<file path="config.mk">
export PLATFORM = sky130hd
export DESIGN_NAME = resta_serial
export DESIGN_NICKNAME = d
export VERILOG_FILES = /design/src/rtl/resta_serial.sv
export SDC_FILE = /design/constraint.sdc
export NUM_CORES = 1
export LEC_CHECK = 0
export CAP_MARGIN = 10
export CORE_MARGIN = 3
export CORE_UTILIZATION = 30
export CTS_CLUSTER_DIAMETER = 60
export CTS_CLUSTER_SIZE = 24
export DETAILED_ROUTE_END_ITERATION = 10
export SKIP_LAST_GASP = 1
export SYNTH_ARGS = -nofsm -noshare
export SYNTH_HDL_FRONTEND = slang
export SYNTH_SLANG_ARGS = --single-unit
</file>
<file path="constraint.sdc">
create_clock -name clk -period 1.32 [get_ports clk]
set_input_delay 0.264 -clock clk [delete_from_list [all_inputs] [get_ports clk]]
set_output_delay 0.264 -clock clk [all_outputs]
set_load 0.1 [all_outputs]
</file>
<file path="src/rtl/resta_serial.sv">
// Bit-serial subtractor: R = A - B over M clocks, LSB first, with N/Z/C/V flags
// and a start/busy/done handshake. Results are only updated on entry to DONE.
module resta_serial #(
  parameter int unsigned M = 4
) (
  input  logic         clk,
  input  logic         rst,
  input  logic         start,
  input  logic [M-1:0] A,
  input  logic [M-1:0] B,
  output logic [M-1:0] R,
  output logic         N,
  output logic         Z,
  output logic         C,
  output logic         V,
  output logic         busy,
  output logic         done
);

  localparam int unsigned CntW = (M > 1) ? $clog2(M) : 1;
  localparam logic [CntW-1:0] CntLast = CntW'(M - 1);

  typedef enum logic [1:0] {StIdle, StRun, StDone} state_e;

  state_e          state_q, state_d;
  logic [M-1:0]    sa_q, sb_q;
  // Only M-1 result bits need storing; the final bit is merged in on the last cycle.
  logic [M-2:0]    sr_q;
  logic [M-1:0]    sr_next;
  logic [CntW-1:0] cnt_q;
  logic            bw_q, bw_next, d;
  logic            a_msb_q, b_msb_q;
  logic            accept, last;

  always_comb begin
    d       = sa_q[0] ^ sb_q[0] ^ bw_q;
    bw_next = (~sa_q[0] & sb_q[0]) | (~(sa_q[0] ^ sb_q[0]) & bw_q);
    sr_next = {d, sr_q};
    last    = (cnt_q == CntLast);
  end

  always_ff @(posedge clk) begin
    if (rst) state_q <= StIdle;
    else     state_q <= state_d;
  end

  always_comb begin
    state_d = state_q;
    busy    = 1'b0;
    done    = 1'b0;
    accept  = 1'b0;
    unique case (state_q)
      StIdle: begin
        if (start) begin
          accept  = 1'b1;
          state_d = StRun;
        end
      end
      StRun: begin
        busy = 1'b1;
        if (last) state_d = StDone;
      end
      StDone: begin
        done = 1'b1;
        if (start) begin
          accept  = 1'b1;
          state_d = StRun;
        end
      end
      default: state_d = StIdle;
    endcase
  end

  always_ff @(posedge clk) begin
    if (rst) begin
      sa_q    <= '0;
      sb_q    <= '0;
      sr_q    <= '0;
      bw_q    <= 1'b0;
      cnt_q   <= '0;
      a_msb_q <= 1'b0;
      b_msb_q <= 1'b0;
      R       <= '0;
      N       <= 1'b0;
      Z       <= 1'b0;
      C       <= 1'b0;
      V       <= 1'b0;
    end else if (accept) begin
      sa_q    <= A;
      sb_q    <= B;
      bw_q    <= 1'b0;
      cnt_q   <= '0;
      a_msb_q <= A[M-1];
      b_msb_q <= B[M-1];
    end else if (state_q == StRun) begin
      sa_q  <= sa_q >> 1;
      sb_q  <= sb_q >> 1;
      sr_q  <= sr_next[M-1:1];
      bw_q  <= bw_next;
      cnt_q <= cnt_q + CntW'(1);
      if (last) begin
        R <= sr_next;
        C <= bw_next;
        N <= sr_next[M-1];
        Z <= (sr_next == '0);
        V <= (a_msb_q ^ b_msb_q) & (sr_next[M-1] ^ a_msb_q);
      end
    end
  end

endmodule

</file>
* Yosys cells after proc, flatten, opt, wreduce, memory -nomap -nowiden
Index checks and enable logic that the tools add are counted.
Word-level totals: register bits 26, bits in latches 0, memory bits (writable) 0, ROM bits 0, input bits 11, output and inout port bits 10, word-level logic and storage cells 49, memories 0
Operators by class: add/sub/neg operators 1, multiply operators 0, divide/modulo/power cells 0, $lt $le $gt $ge 0, equal/unequal tests 5, shift-type cells 0, mux-type cells 11, bitwise logic cells 11, reduce and logical (&&, ||, !) cells 8
Operators by type and width (count):
- $mux 4 | 4
- $eq 2x2->1 const B | 2
- $logic_not 4->1 | 1
- $mux 1 | 4
- $mux 2 | 2
- $pmux 2 s2 | 1
- $reduce_and 2->1 | 2
- $reduce_or 2->1 | 2
- $xor 1x1->1 | 4
- $and 1x1->1 | 3
- $not 1->1 | 3
- $reduce_and 3->1 | 1
- $add 2x1->2 const B | 1
- $eq 2x1->1 const B | 1
- $logic_not 2->1 | 1
- $ne 2x1->1 const B | 1
- $ne 2x2->1 const B | 1
- $reduce_bool 2->1 | 1
- $or 1x1->1 | 1

* Longest topological paths before layout
Gate-level depths: netlist of the first run.
depth in word-level cells 5, mapped depth 5, gate-level depth less buffers 5

* Worst setup path after synthesis of the first run
Ideal clock, no wire load.
path kind reg2out, start point register R[3], end point output port R[3], data arrival time 1373 ps, data required time 1056 ps, setup slack -317 ps, cell stages (with the launch flop) 2, path buffers 1, cells stage by stage dfxtp_1 > buf_4
RTL lines:
- from (decl) | RTL line 11 | output logic [M-1:0] R,
- from (signal assigned) | RTL line 102 | R <= sr_next;
No word-level cell between the ends.

* Worst setup path after layout of the first run
start point register sa_q[0], end point register V
Between the ends: longest elaborated chain between the ends 4
RTL lines:
- from (decl) | RTL line 26 | logic [M-1:0] sa_q, sb_q;
- from (signal assigned) | RTL line 96 | sa_q <= sa_q >> 1;
- $xor 1x1->1 (2 in series) | RTL line 36 | d = sa_q[0] ^ sb_q[0] ^ bw_q;
- net d | RTL line 31 | logic bw_q, bw_next, d;
- $xor 1x1->1 | RTL line 106 | V <= (a_msb_q ^ b_msb_q) & (sr_next[M-1] ^ a_msb_q);
- $and 1x1->1 | RTL line 106
- to (signal assigned) | RTL line 106
- to (decl) | RTL line 15 | output logic V,
The timed path passes the listed nets, and every way through them passes these cells. A chain may end at the register's enable or synchronous reset.

==> flow_summary.rst, run 1 <==
.. list-table::
   :header-rows: 1

   * - Metric
     - Value
   * - Distinct cell type count of the synthesized netlist
     - 31
   * - Status
     - finished, violations left
   * - Kind of start point of the critical path
     - register
   * - Clock Path Buffers
     - 2
   * - Gate count after technology mapping
     - 116
   * - DR vias
     - 882
   * - Number of DRC violations after detailed-routing iteration 0
     - 15
   * - Count of final hold-check violations
     - 0
   * - Initial antenna violation count
     - 0
   * - Worst hold slack
     - 0.491 ns
   * - Clock tree sinks
     - 25
   * - Total Negative Setup Slacks
     - -0.157 ns
   * - Fraction of final layout cells with drive strength greater than 1
     - 30.7%
   * - Detailed placer's ending HPWL
     - 1.56 mm
   * - DRC Markers
     - 0
   * - Max-cap violations
     - 0
   * - Per-cell via count in the routed design
     - 4.79
   * - Detailed-routing iteration count for the pre-antenna-repair pass
     - 4
   * - Failing checks
     - negative setup slack
   * - Most instantiated library cell after synthesis
     - dfxtp_1
   * - Global-route wire length before repair
     - 3.75 mm
   * - Top cell type's share of synthesized area
     - 49.0%
   * - Final Cycle Share
     - 105%
   * - Post-layout worst setup margin
     - -0.0641 ns
   * - RD Place Congestion
     - 0.771
   * - Clock-pin slew on the worst setup and hold paths
     - 0.13 ns
   * - Row count
     - 20
   * - Data required time at the worst endpoint
     - 1.53 ns
   * - Count of synthesis-stage warnings from yosys
     - 0
   * - Total congestion overflow
     - 0
   * - Synth top area cells
     - dfxtp_1 (49%), nand2_1 (8.8%), a21oi_1 (7.3%)
   * - Number of placed cells counting well taps
     - 177
   * - Worst setup slack for register-to-register paths
     - -0.06 ns
   * - Total power draw
     - 0.00143 W
   * - Unrepaired setup endpoints after global routing
     - true
   * - End of the worst register-to-register path
     - V
   * - Remaining antenna violation count
     - 0
   * - Maximum operating frequency
     - 723 MHz
   * - Syn Area/Cell
     - 8.81 µm²
   * - Number of levels the H-tree was split into
     - 1
   * - Number of global-route vias before repair
     - 859
   * - Tightest slew margin relative to the limit
     - 80.2%
   * - CP endpoint kind
     - register
   * - Largest clock skew in the final design
     - 0.00116 ns
   * - Initial standard-cell utilization of the core
     - 32.4%
   * - R2R cell count
     - 4
   * - Post-synth design cell area
     - 0.00102 mm²
   * - Standby leakage power
     - 0.523 nW
   * - All-layer global routing usage
     - 11.6%
   * - Post-synth ARST share
     - 0%
   * - Number of antenna repair diodes
     - 0
   * - Start of the worst register-to-register path
     - sa_q[0]
   * - Die span in x
     - 64.4 µm
   * - Clock tree from TritonCTS
     - yes
   * - Top Ports
     - 21
   * - Commonest cells in the netlist
     - dfxtp_1 (25), nand2_1 (24), a21oi_1 (15)
   * - Final wirelength
     - 2.21 mm
   * - End of the worst hold path
     - b_msb_q
   * - Largest fanout of any net on the critical path
     - 5
   * - Post-synthesis to final-layout area growth
     - 43.7%
   * - Syn_nets
     - 129
   * - Non-Filler Instances
     - 184
   * - Hold buffer count at cts
     - 0
   * - Clock insertion delay at the later pin of the skew report
     - 0.31 ns
   * - Critical path data arrival time
     - 1.60 ns
   * - Largest net degree at the start of global routing
     - 26
   * - Die area
     - 0.00414 mm²
   * - Peak supply drop
     - 0.474 mV
   * - Number of buffers inserted by port buffering
     - 20
   * - Chip Height
     - 64.4 µm
   * - Hold-critical path depth
     - 2
   * - TritonCTS buffer count
     - 3
   * - Main flop type after synthesis
     - dfxtp_1
   * - Core region area
     - 0.00315 mm²
   * - Count of nets after finishing
     - 154
   * - Root Driver
     - clkbuf_4
   * - Most area-hungry cell type in the Yosys netlist
     - dfxtp_1
   * - Hold_sp
     - b_msb_q
   * - Number of fill cells
     - 330
   * - Clock period minus final worst setup slack
     - 1.38 ns
   * - Number of max-slew violations in the final report
     - 0
   * - Portion of the post-synthesis area used by sequential elements
     - 49.0%
   * - Setup-violating endpoint count in the final report
     - 3
   * - Class of the worst hold path
     - reg -> reg
   * - EDFF count, synth
     - 0
   * - Power per cell area
     - 973 mW/mm²
   * - Per-cell routed wire length
     - 12.0 µm
   * - Seq cells post-synth
     - 25
   * - Actual slew at the worst max-slew pin
     - 0.297 ns
   * - Type of the worst setup path
     - reg -> reg
worst max path at each step:
stage	start	endpoint
3_3_place_gp	start	bw_q
3_5_place_dp	start	sb_q[0]
6_report	sa_q[0]	V
2_1_floorplan	bw_q	V
5_1_grt	sb_q[0]	V
4_1_cts	state_q[0]	done
flip-flops by register name (all words and copies together), names as in the netlist:
name     cells
state_q      2
bw_q         1
V            1
Z            1
b_msb_q      1
C            1
sb_q         4
R            4
sr_q         3
cnt_q        2
a_msb_q      1
sa_q         4
report_power, final:
part / leakage, nW / internal, W / switching, W
clock: 0.0177 / 0.000113 / 0.000225
combinational: 0.297 / 0.000138 / 0.000139
sequential: 0.208 / 0.000791 / 0.0000230
total: 0.523 / 0.00104 / 0.000387
through the flow:
step           setup slack, ns  cell area [µm²]  util, %
2_1_floorplan          0.00273             1030        -
3_3_place_gp           -0.0998             1380     43.8
3_5_place_dp            -0.146             1380     43.8
4_1_cts                -0.0680             1450     46.1
5_1_grt                 -0.111             1470     46.6
6_report               -0.0641             1470     46.6
layer usage:
layer	vias up	part of all wire (%)	GRT usage, %
met2	18	50	21.1
li1	446	-	-
met1	416	45	12.6
met4	0	0.81	3.17
met5	-	0	0
met3	2	4.5	4.22
final cells by class:
type / count / area [µm²] / share of cell area, %
repair buffers: 29 / 380 / 25.9
flip-flops and latches: 25 / 513 / 34.9
multi-input cells: 79 / 477 / 32.5
clock buffers: 3 / 22.5 / 1.53
clock inverters: 1 / 5.00 / 0.341
well taps: 44 / 55.1 / 3.75
inverters: 3 / 16.3 / 1.11
critical path, cell delays in order, from the launching register on:
cell and delay, ns:
dfxtp_2 0.36, fa_2 0.62, nor2_1 0.07, a21oi_1 0.16, a211oi_2 0.08
cells in the final DEF (no fill, tap or decap), types with 2 or more instances in the layout:
master / Yosys / routed
nand2_1: 24 / 24
dfxtp_1: 25 / 17
a21oi_1: 15 / 14
buf_12: 0 / 11
clkdlybuf4s50_1: 0 / 10
buf_4: 2 / 8
dfxtp_2: 0 / 7
nor2_1: 7 / 7
nor3_1: 6 / 6
o22ai_1: 3 / 3
nand3_1: 3 / 3
clkbuf_4: 0 / 3
nand3b_1: 2 / 2
a311oi_1: 2 / 2
cell families (layout without fill, tap and decap cells):
family | after synthesis | count (layout) | synth area share [%]
XOR/XNOR | 1 | 1 | 0.857
flip-flops | 25 | 25 | 49.0
multiplexers | 1 | 1 | 0.979
buffers and inverters | 12 | 36 | 6.85
adder cells (fa/ha/maj) | 2 | 2 | 3.18
AO/OA/AOI/OAI | 26 | 26 | 16.8
AND/OR/NAND/NOR | 49 | 49 | 22.4
timing repair:
item                       in CTS  in global routing
setup endpoints to repair       5                 12
pin swaps                       4                  0
gates resized for setup         9                  5
setup buffers                   3                  0
Note: power is estimated with default switching activity, not from simulation.
==> run 2, diff against run 1 <==
ABC_CLOCK_PERIOD_IN_PS = 1320   (was default)
PLACE_DENSITY = 0.58   (was default)
==> run 2 against run 1 <==
- the flow still finishes with violations (negative setup slack)
- die area unchanged
- cell count unchanged
- design area increased by 0.60%
- combinational power decreased by 2%
- sequential power about the same
- non-clock buffer count unchanged
- largest cell class unchanged
==> flow_summary.rst, run 2 (same netlist as run 1, synthesis figures left out) <==
.. list-table::
   :header-rows: 1

   * - Metric
     - Value
   * - Clock-pin slew on the worst setup and hold paths
     - 0.13 ns
   * - Failing checks
     - negative setup slack
   * - DRC Markers
     - 0
   * - Post-synthesis to final-layout area growth
     - 44.6%
   * - Root Driver
     - clkbuf_4
   * - Kind of start point of the critical path
     - register
   * - Highest-count cells in the layout ignoring fill and taps
     - nand2_1 (24), dfxtp_1 (17), a21oi_1 (12), buf_12 (11), clkdlybuf4s50_1 (10)
   * - All-layer global routing usage
     - 11.2%
   * - TritonCTS buffer count
     - 3
   * - Per-cell routed wire length
     - 11.3 µm
   * - Largest fanout of any net on the critical path
     - 6
   * - Highest routing layer actually used
     - met4
   * - Tightest slew margin relative to the limit
     - 78.8%
   * - Max-cap violations
     - 0
   * - Standby leakage power
     - 0.520 nW
   * - Clock tree sinks
     - 25
   * - Largest net degree at the start of global routing
     - 26
   * - Top Ports
     - 21
   * - Count of nets after finishing
     - 154
   * - DR vias
     - 855
   * - Type of the worst setup path
     - reg -> out
   * - CP endpoint kind
     - primary output
   * - Number of max-slew violations in the final report
     - 0
   * - Detailed placer's ending HPWL
     - 1.46 mm
   * - Initial standard-cell utilization of the core
     - 32.4%
   * - RD Place Congestion
     - 0.762
   * - Biggest registers after layout
     - R (4), sa_q (4), sb_q (4)
   * - Number of levels the H-tree was split into
     - 1
   * - Critical path data arrival time
     - 1.13 ns
   * - Clock insertion delay at the later pin of the skew report
     - 0.32 ns
   * - Fraction of final layout cells with drive strength greater than 1
     - 33.6%
   * - Count of final hold-check violations
     - 0
   * - Commonest non-fill, non-tap cell in the layout
     - nand2_1
   * - Number of global-route vias before repair
     - 822
   * - Worst hold slack
     - 0.479 ns
   * - Die area
     - 0.00414 mm²
   * - WL met3
     - 105 µm
   * - CP max stage cell
     - dfxtp_4
   * - Peak supply drop
     - 0.692 mV
   * - Initial antenna violation count
     - 0
   * - Data required time at the worst endpoint
     - 1.06 ns
   * - Row count
     - 20
   * - Unrepaired setup endpoints after global routing
     - true
   * - Chip Height
     - 64.4 µm
   * - Total congestion overflow
     - 0
   * - Per-cell via count in the routed design
     - 4.65
   * - Setup-violating endpoint count in the final report
     - 5
   * - Number of fill cells
     - 336
   * - Final wirelength
     - 2.08 mm
   * - Worst path cell trace
     - and2b_2, buf_12
   * - Maximum operating frequency
     - 719 MHz
   * - Class of the worst hold path
     - reg -> reg
   * - Global-route wire length before repair
     - 3.64 mm
   * - Number of buffers inserted by port buffering
     - 20
   * - Max incr delay on CP
     - 0.39 ns
   * - Hold buffer count at cts
     - 0
   * - Detailed-routing iteration count for the pre-antenna-repair pass
     - 4
   * - Core region area
     - 0.00315 mm²
   * - Total Negative Setup Slacks
     - -0.227 ns
   * - Final Cycle Share
     - 105%
   * - Clock tree from TritonCTS
     - yes
   * - Die span in x
     - 64.4 µm
   * - Remaining antenna violation count
     - 0
   * - Largest clock skew in the final design
     - 0.00807 ns
   * - Actual slew at the worst max-slew pin
     - 0.317 ns
   * - Number of DRC violations after detailed-routing iteration 0
     - 12
   * - Detail Route met2 WL
     - 982 µm
   * - Clock Path Buffers
     - 2
   * - Status
     - finished, violations left
   * - Post-layout worst setup margin
     - -0.0703 ns
   * - Clock period minus final worst setup slack
     - 1.39 ns
   * - Power per cell area
     - 967 mW/mm²
   * - Number of antenna repair diodes
     - 0
   * - Wire length on met1
     - 959 µm
## run 2: through the flow
stage,instance area [µm²],power (W),std cells,util (%),setup slack [ns]
floorplan,1030,0.000985,116,-,0.00273
global placement,1380,0.00107,176,43.6,-0.101
detailed placement,1380,0.00107,176,43.6,-0.145
CTS,1450,0.00144,183,45.8,-0.0851
global route,1480,0.00151,184,46.9,-0.147
finish,1480,0.00143,184,46.9,-0.0703
## run 2: timing repair
action | in CTS | in global routing
pin swaps | 3 | 6
gates resized for setup | 9 | 9
setup buffers | 3 | 1
endpoints found under the setup margin | 5 | 7
cloned | 0 | 0
endpoints found under the hold margin | 0 | 0
## run 2: final cells by class
class	count	area [µm²]	area share, %
clock inverter	1	5.00	0.339
sequential	25	513	34.7
clock buffer	3	22.5	1.52
multi-input combinational	79	482	32.6
timing repair buffer	29	384	26.0
tap	44	55.1	3.73
inverter	3	16.3	1.10
## run 2: power by group
| group | internal (W) | switching, W |
|---|---|---|
| clock network | 0.000114 | 0.000226 |
| registers | 0.000791 | 0.0000253 |
| logic | 0.000137 | 0.000136 |
| total | 0.00104 | 0.000387 |
## run 2: path summary, 6_finish.rpt
kind	startpoint	endpoint	slack, ns	cells after the start
setup / recovery	state_q[0]	done	-0.07	2
hold / removal	sa_q[3]	sa_q[3]	0.48	2
setup reg to reg	bw_q	V	-0.06	5
hold reg to reg	sa_q[3]	sa_q[3]	0.48	2
## run 2: worst max-delay path, delay by kind of cell (launching register included)
family	cells	cell delay, ns
DFF	1	0.39
and+or+nand+nor	1	0.24
buffers and inverters	1	0.17
## run 2: per-layer routing
metal  GRT usage, %  up-vias
met3           3.16        5
li1               -      443
met2           19.3       21
met1           12.8      386
met5              0        -
met4           4.75        0
==> run 3, diff against run 2 <==
CORE_UTILIZATION = 44   (was 30)
PLACE_DENSITY = 0.78   (was 0.58)
==> run 3 against run 2 <==
- the run still ends with negative setup slack left
- flip-flop and latch count unchanged
- die area shrank 29%
- routed wire length is 9.7% higher
- global-route usage up 7.4 points
- sequential share of layout area increased by 0.66 points
- utilization rose by 23 points
- sequential power about the same
- via count increased by 5.6%
- clock-buffer cell count did not move
- design area down 1.9%
- register-to-register slack hardly changed
- critical endpoint unchanged
==> flow_summary.rst, run 3 (same netlist as run 1, synthesis figures left out) <==
.. list-table::
   :header-rows: 1

   * - Metric
     - Value
   * - DR vias
     - 903
   * - Failing checks
     - negative setup slack
   * - Portion of total power attributed to the clock network
     - 24.3%
   * - Fin util
     - 69.7%
   * - Largest fanout of any net on the critical path
     - 4
   * - Hold_sp
     - a_msb_q
   * - Number of levels the H-tree was split into
     - 1
   * - Per-cell routed wire length
     - 13.6 µm
   * - Clock period minus final worst setup slack
     - 1.39 ns
   * - Critical path data arrival time
     - 1.12 ns
   * - Class of the worst hold path
     - reg -> reg
   * - RD Place Congestion
     - 0.797
   * - Global-route wire length before repair
     - 3.87 mm
   * - Unrepaired setup endpoints after global routing
     - true
   * - Clock Path Buffers
     - 2
   * - Number of DRC violations after detailed-routing iteration 0
     - 9
   * - Clock insertion delay at the later pin of the skew report
     - 0.33 ns
   * - Peak supply drop
     - 0.723 mV
   * - Post-layout worst setup margin
     - -0.0653 ns
   * - Switching Fraction
     - 27.6%
   * - Largest clock skew in the final design
     - 0.00970 ns
   * - Actual slew at the worst max-slew pin
     - 0.307 ns
   * - Kind of start point of the critical path
     - register
   * - Data required time at the worst endpoint
     - 1.06 ns
   * - Standby leakage power
     - 0.516 nW
   * - Start of the worst register-to-register path
     - sb_q[0]
   * - Number of antenna repair diodes
     - 0
   * - Top Ports
     - 21
   * - Remaining antenna violation count
     - 0
   * - Post-route design area
     - 0.00145 mm²
   * - Count of nets after finishing
     - 155
   * - Core region area
     - 0.00208 mm²
   * - Final wirelength
     - 2.29 mm
   * - Chip Height
     - 54.2 µm
   * - Type of the worst setup path
     - reg -> out
   * - Hold buffer count at cts
     - 0
   * - Share of power burned in registers
     - 56.4%
   * - Total power draw
     - 0.00145 W
   * - Total Negative Setup Slacks
     - -0.206 ns
   * - Setup-violating endpoint count in the final report
     - 4
   * - Relative contribution of combinational cells to total power
     - 19.2%
   * - DRC Markers
     - 0
   * - Number of global-route vias before repair
     - 890
   * - Clock tree sinks
     - 25
   * - Total net switching power
     - 0.000399 W
   * - Status
     - finished, violations left
   * - Die area
     - 0.00294 mm²
   * - Detailed placer's ending HPWL
     - 1.65 mm
   * - Per-cell via count in the routed design
     - 5.38
   * - Die span in x
     - 54.2 µm
   * - Power per cell area
     - 998 mW/mm²
   * - Total congestion overflow
     - 0
   * - Clock-pin slew on the worst setup and hold paths
     - 0.14 ns
   * - TritonCTS buffer count
     - 3
   * - Final Cycle Share
     - 105%
   * - Total internal power
     - 0.00105 W
   * - Biggest registers after layout
     - R (4), sa_q (4), sb_q (4)
   * - Max-cap violations
     - 0
   * - Clock tree from TritonCTS
     - yes
   * - Detailed-routing iteration count for the pre-antenna-repair pass
     - 4
   * - Post-synthesis to final-layout area growth
     - 41.9%
   * - Number of buffers inserted by port buffering
     - 20
   * - Startpoint of the worst setup timing path
     - state_q[0]
   * - Row count
     - 16
   * - Initial antenna violation count
     - 0
   * - Highest-count cells in the layout ignoring fill and taps
     - nand2_1 (24), dfxtp_1 (17), a21oi_1 (14), buf_12 (11), clkdlybuf4s50_1 (10)
   * - Count of final hold-check violations
     - 0
   * - Initial standard-cell utilization of the core
     - 49.1%
   * - Cell area after placement
     - 0.00136 mm²
   * - Fraction of final layout cells with drive strength greater than 1
     - 31.2%
   * - All-layer global routing usage
     - 18.6%
   * - Maximum operating frequency
     - 722 MHz
   * - CP endpoint kind
     - primary output
   * - Largest net degree at the start of global routing
     - 26
   * - Root Driver
     - clkbuf_4
   * - Commonest non-fill, non-tap cell in the layout
     - nand2_1
   * - Tightest slew margin relative to the limit
     - 79.5%
   * - Number of max-slew violations in the final report
     - 0
-- run 3: layout make-up --
type,instances,area (µm²)
inverters,3,16.3
well taps,27,33.8
repair buffers,30,388
fillers,174,632
multi-input cells,79,469
clock inverters,1,7.51
flip-flops and latches,25,513
clock buffers,3,22.5
-- run 3: power groups by stage --
stage | combinational (W) | sequential [W] | clock (W)
finish | 0.000278 | 0.000817 | 0.000352
global route | 0.000305 | 0.000821 | 0.000394
CTS | 0.000271 | 0.000815 | 0.000356
global placement | 0.000240 | 0.000828 | 0
detailed placement | 0.000249 | 0.000831 | 0
floorplan | 0.000160 | 0.000825 | 0
-- run 3: repair_timing --
action,4_1_cts,5_1_grt
endpoints found under the hold margin,0,0
resized for setup,9,4
pin swaps,4,2
endpoints found under the setup margin,6,8
setup buffers,4,0
-- run 3: worst max-delay path, stage by stage, from the launching register on --
cell	delay [ns]
dfxtp_4	0.39
and2b_2	0.24
buf_12	0.17
-- run 3: final timing paths --
check                           cells after the start  endpoint  slack (ns)
worst min register to register                      2   a_msb_q        0.49
worst min-delay path                                2   a_msb_q        0.49
worst max register to register                      5         Z       -0.06
worst max-delay path                                2      done       -0.07
-- run 3: stage by stage --
step	setup WS [ns]	hold slack, ns	instances
after detailed placement	-0.123	0.468	160
after CTS	-0.0635	0.486	168
final	-0.0653	0.488	168
after global routing	-0.143	0.514	168
after global placement	-0.0952	0.457	160
after floorplan	0.00273	0.423	116
-- run 3: layer usage --
metal	up-vias	track usage, %	share of wire [%]	wire length (µm)
li1	445	-	-	-
met1	413	18.9	37	852
met2	36	33.7	53	1210
met3	9	4.71	6.5	149
met4	0	11.2	3.1	70
met5	-	0	0	0
